## src/rtl/ram_reader_pkg.sv

```systemverilog
// Shared definitions for the RAM burst reader.
// Contents: default address/data widths and the reader FSM state encoding.
package ram_reader_pkg;

    localparam int unsigned DEF_ADDR_W = 3;
    localparam int unsigned DEF_DATA_W = 16;

    typedef enum logic [1:0] {
        IDLE = 2'd0,
        READ = 2'd1,
        HOLD = 2'd2,
        DONE = 2'd3
    } state_e;

endpackage

```

## src/rtl/ram_burst_reader.sv

```systemverilog
// ram_burst_reader: reads a contiguous block from a combinational-read RAM
// and streams the words out over a valid/ready handshake. Never writes RAM.
//
// Ports:
//   clk, rst_n            clock, synchronous active-low reset
//   start                 one-cycle burst request, sampled only in IDLE
//   base_addr, len        first address and word count (0..2^ADDR_W)
//   ram_address, ram_load RAM address (held outside READ), write enable (0)
//   ram_out               combinational RAM read data
//   out_data/valid/last   beat stream to the consumer
//   out_ready             consumer accepts the beat
//   busy                  high in every state except IDLE
//   done                  one-cycle pulse on burst completion
//   sum                   (RAM_BURST_READER_SUM_EN only) wrapping sum of beats
//
// Optional feature macro: RAM_BURST_READER_SUM_EN
module ram_burst_reader
    import ram_reader_pkg::*;
#(
    parameter int unsigned ADDR_W = DEF_ADDR_W,
    parameter int unsigned DATA_W = DEF_DATA_W
) (
    input  logic              clk,
    input  logic              rst_n,
    input  logic              start,
    input  logic [ADDR_W-1:0] base_addr,
    input  logic [ADDR_W:0]   len,
    output logic [ADDR_W-1:0] ram_address,
    output logic              ram_load,
    input  logic [DATA_W-1:0] ram_out,
    output logic [DATA_W-1:0] out_data,
    output logic              out_valid,
    input  logic              out_ready,
    output logic              out_last,
    output logic              busy,
    output logic              done
`ifdef RAM_BURST_READER_SUM_EN
    ,
    output logic [DATA_W-1:0] sum
`endif
);

    localparam int unsigned LEN_W = ADDR_W + 1;

    state_e              state_q, state_d;
    // cur_addr doubles as the registered RAM address so it is valid for the whole READ cycle
    logic [ADDR_W-1:0]   cur_addr_q, cur_addr_d;
    logic [LEN_W-1:0]    remaining_q, remaining_d;
    logic [DATA_W-1:0]   out_data_q, out_data_d;
    logic                out_valid_q, out_valid_d;
    logic                out_last_q, out_last_d;
    logic                busy_q, busy_d;
    logic                done_q, done_d;
`ifdef RAM_BURST_READER_SUM_EN
    logic [DATA_W-1:0]   sum_q, sum_d;
`endif

    // State and datapath registers
    always_ff @(posedge clk) begin
        if (!rst_n) begin
            state_q     <= IDLE;
            cur_addr_q  <= '0;
            remaining_q <= '0;
            out_data_q  <= '0;
            out_valid_q <= 1'b0;
            out_last_q  <= 1'b0;
            busy_q      <= 1'b0;
            done_q      <= 1'b0;
`ifdef RAM_BURST_READER_SUM_EN
            sum_q       <= '0;
`endif
        end else begin
            state_q     <= state_d;
            cur_addr_q  <= cur_addr_d;
            remaining_q <= remaining_d;
            out_data_q  <= out_data_d;
            out_valid_q <= out_valid_d;
            out_last_q  <= out_last_d;
            busy_q      <= busy_d;
            done_q      <= done_d;
`ifdef RAM_BURST_READER_SUM_EN
            sum_q       <= sum_d;
`endif
        end
    end

    // Next-state and next-output logic
    always_comb begin
        state_d     = state_q;
        cur_addr_d  = cur_addr_q;
        remaining_d = remaining_q;
        out_data_d  = out_data_q;
        out_valid_d = out_valid_q;
        out_last_d  = out_last_q;
`ifdef RAM_BURST_READER_SUM_EN
        sum_d       = sum_q;
`endif

        case (state_q)
            IDLE: begin
                if (start) begin
`ifdef RAM_BURST_READER_SUM_EN
                    sum_d = '0;
`endif
                    if (len != '0) begin
                        cur_addr_d  = base_addr;
                        remaining_d = len;
                        state_d     = READ;
                    end else begin
                        state_d = DONE;
                    end
                end
            end
            READ: begin
                out_data_d  = ram_out;
                out_valid_d = 1'b1;
                out_last_d  = (remaining_q == LEN_W'(1));
                state_d     = HOLD;
            end
            HOLD: begin
                if (out_valid_q && out_ready) begin
                    out_valid_d = 1'b0;
                    remaining_d = remaining_q - LEN_W'(1);
`ifdef RAM_BURST_READER_SUM_EN
                    sum_d       = sum_q + out_data_q;
`endif
                    if (out_last_q) begin
                        out_last_d = 1'b0;
                        state_d    = DONE;
                    end else begin
                        // natural wrap modulo 2^ADDR_W
                        cur_addr_d = cur_addr_q + ADDR_W'(1);
                        state_d    = READ;
                    end
                end
            end
            DONE: begin
                out_last_d = 1'b0;
                state_d    = IDLE;
            end
            default: begin
                state_d = IDLE;
            end
        endcase

        // Status flags registered alongside the state they describe
        busy_d = (state_d != IDLE);
        done_d = (state_d == DONE);
    end

    assign ram_address = cur_addr_q;
    assign ram_load    = 1'b0;
    assign out_data    = out_data_q;
    assign out_valid   = out_valid_q;
    assign out_last    = out_last_q;
    assign busy        = busy_q;
    assign done        = done_q;
`ifdef RAM_BURST_READER_SUM_EN
    assign sum         = sum_q;
`endif

endmodule

```

## config.mk

```make
export PLATFORM = sky130hd
export DESIGN_NAME = ram_burst_reader
export DESIGN_NICKNAME = d
export VERILOG_FILES = /design/src/rtl/ram_reader_pkg.sv /design/src/rtl/ram_burst_reader.sv
export SDC_FILE = /design/constraint.sdc
export NUM_CORES = 1
export LEC_CHECK = 0
export BUFFER_PORTS_ARGS = -buffer_cell sky130_fd_sc_hd__clkbuf_2
export CAP_MARGIN = 20
export CORE_UTILIZATION = 45
export DETAILED_ROUTE_END_ITERATION = 12
export PLACE_DENSITY = 0.74
export SLEW_MARGIN = 20
export SYNTH_ARGS = -nofsm -noshare
export SYNTH_HDL_FRONTEND = slang
export SYNTH_SLANG_ARGS = --single-unit
```

## constraint.sdc

```tcl
create_clock -name clk -period 3.75 [get_ports clk]
set_input_delay 0.1875 -clock clk [delete_from_list [all_inputs] [get_ports clk]]
set_output_delay 0.1875 -clock clk [all_outputs]
set_load 0.03 [all_outputs]
```

==> reports/results.ini <==
[run_status]
outcome=finished, violations left
violations=DRC

[place]
dp_hpwl_um=2090
portBuffers=49
placed_cells=226
placed_area_sq_um=1590
gp_congestion=0.876

[min_path]
hold_path_end=out_data[14]
hp-start=ram_out[14]
hold_path_depth=3
hold_class=input pin to flop

[worst_setup_path]
cp_num_cells=3
r2r_setup_slack_ps=2070
worstRegToRegCells=3
cp.buffers_inverters=0
startpoint_type=flop
path_max_fanout=18
crit_required_ps=3990
r2r_start=state_q[0]
r2r-end=out_last
worst_setup_path_end_kind=flop
worst_path_max_delay_cell=nor2b_2
crit_chain=nor2b_2 -> nand3_1 -> a21boi_0
cp_top_family=simple AND/OR/NAND/NOR gates
max_stage_delay_ps=670
critPathArrivalTime_ps=1920
crit_type=flop to flop

[timing]
tns_ps=0
fin_skew_ps=9.40
setup_viol=0
slew_violations=0
post-route-period-util=0.448
relSlewSlack=0.548
worst_pin_slew_ps=675
rsz0062_at_grt=false
final-hold-violation-count=0
fmax_mhz=595
period_needed_ps=1680

[routing]
post-route-drc-count=5
drt-pass1-iter-count=9
vias=1212
vias_per_cell=5.20
drt-wirelength-per-cell_um=12.1
route.antenna.remaining_nets=0
drt_iter0_drc=63
drt_wl_total_um=2820

[yosys]
synth_commonest_cells=nand2_1, dfxtp_1, a21boi_0
ys_seq_area_frac=0.423
synthesis.instances=156
yosysTopAreaCell=dfxtp_1
synth_flop_cell=dfxtp_1
yosysMostFrequentCell=nand2_1
synth_area_leaders=dfxtp_1, nand2_1, a21boi_0
syn_nets=186
synth-edff-count=0
synth_top_area_frac=0.423
synth.distinct_cells=40
synth_area_per_cell_sq_um=8.79
synthArstFlopShare=0
ys_ff_latch=29
ys_warn_count=0
syn-cell-area_sq_um=1370

[job]
cap_violations=0

[global_route]
gr-usage-all-layers=0.190
grt_max_degree=33
grt_remaining_overflow=0
antenna_found_initial=0
grt_pass1_vias=1170
grt_pass1_wl_um=4820

[die]
start_util=0.485
die_y_um=57.2
row_count=19
core_area_sq_um=2830
ioPinCount=51
die_w_um=57.2
die_area_sq_um=3270

[clock_tree]
cts_htree_levels=2
numCtsBuffers=5
path_clk_slew_ps=80
clock_latency_ps=320
cts_max_path_buffers=2
cts_num_sinks=29
cts_tree=built
cts-root-buf=clkbuf_4
ctsResizeCount=0
hold_buffers=0
postCtsSetupBuffers=0

[final_layout]
final_layout_size_suffix_gt1_frac=0.322
synthToLayoutAreaGrowth_pct=20.0
nNetsFinal=232
stdcell_count=233
antenna_cells=0
utilization=0.582
final_area_sq_um=1650

[pwr]
leakage_nw=0.732
power_density_nw_per_um2=416
ir_worst_vdd_v=0.000253
power_mw=0.685

[worst min-delay path, delay by kind of cell]
kind / cells / cell delay, ps
buf+inv: 1 / 80
compound gates: 1 / 60
simple gates: 1 / 40
[per-layer routing]
metal,part of all wire,global-route usage,routed length [um]
met1,0.46,0.226,1290
met5,0,0,0
met2,0.47,0.314,1320
met4,0.011,0.0732,31
met3,0.065,0.0680,182
[cell type report]
| type | instances | area, sq um |
|---|---|---|
| tap | 31 | 38.8 |
| clock buffer | 7 | 55.1 |
| fill | 264 | 1180 |
| multi-input combinational | 110 | 699 |
| sequential | 29 | 581 |
| inverter | 7 | 26.3 |
| timing repair buffer | 49 | 245 |
[sequential cells by signal, summed over array words and instances, names as in the netlist]
| register | cells |
|---|---|
| out_valid | 1 |
| busy | 1 |
| done | 1 |
| state_q | 2 |
| ram_address | 3 |
| out_data | 16 |
| out_last | 1 |
| remaining_q | 4 |
[cells in the final DEF, fill, tap and decap left out, types with 2 or more instances in the layout]
cell,Yosys,final
a21boi_0,18,18
a21oi_1,5,5
and2_1,2,2
clkbuf_2,0,49
clkbuf_4,0,5
dfxtp_1,29,29
ha_1,3,3
inv_1,7,7
mux2i_1,2,2
nand2_1,43,43
nand3_1,2,2
nor2_1,2,2
nor2b_1,3,2
nor2b_2,1,2
o211a_1,2,2
o211ai_1,2,2
o21ai_0,3,3
o21ai_1,2,2
[per-stage QoR]
| step | hold slack, ps | worst slack [ps] |
|---|---|---|
| final | 100 | 2070 |
| after global routing | 92.1 | 1840 |
| after CTS | 82.9 | 1710 |
| after detailed placement | 429 | 1730 |
| after global placement | 425 | 1870 |
| after floorplan | 324 | 2390 |
[worst max path at each step]
stage	start	to	slack, ps
floorplan	ram_address[0]	ram_address[1]	2390
global placement	state_q[0]	out_last	1870
detailed placement	state_q[0]	out_last	1730
CTS	state_q[0]	out_last	1710
global route	state_q[0]	out_data[4]	1840
finish	state_q[0]	out_last	2070
[cells by family after synthesis]
logic type,after synthesis,share of synthesized area
AOI/OAI and AO/OA,39,0.216
muxes,4,0.0310
other,1,0.00273
and+or+nand+nor,63,0.231
buffers and inverters,17,0.0684
adders and majority gates,3,0.0274
DFF,29,0.423
[power breakdown]
group	total [mW]	switching [mW]	leakage, nW	internal [mW]
Combinational	0.149	0.0906	0.464	0.0586
Sequential	0.351	0.0202	0.237	0.330
Clock	0.185	0.0966	0.0314	0.0883
Note: power is estimated with default switching activity, not from simulation.
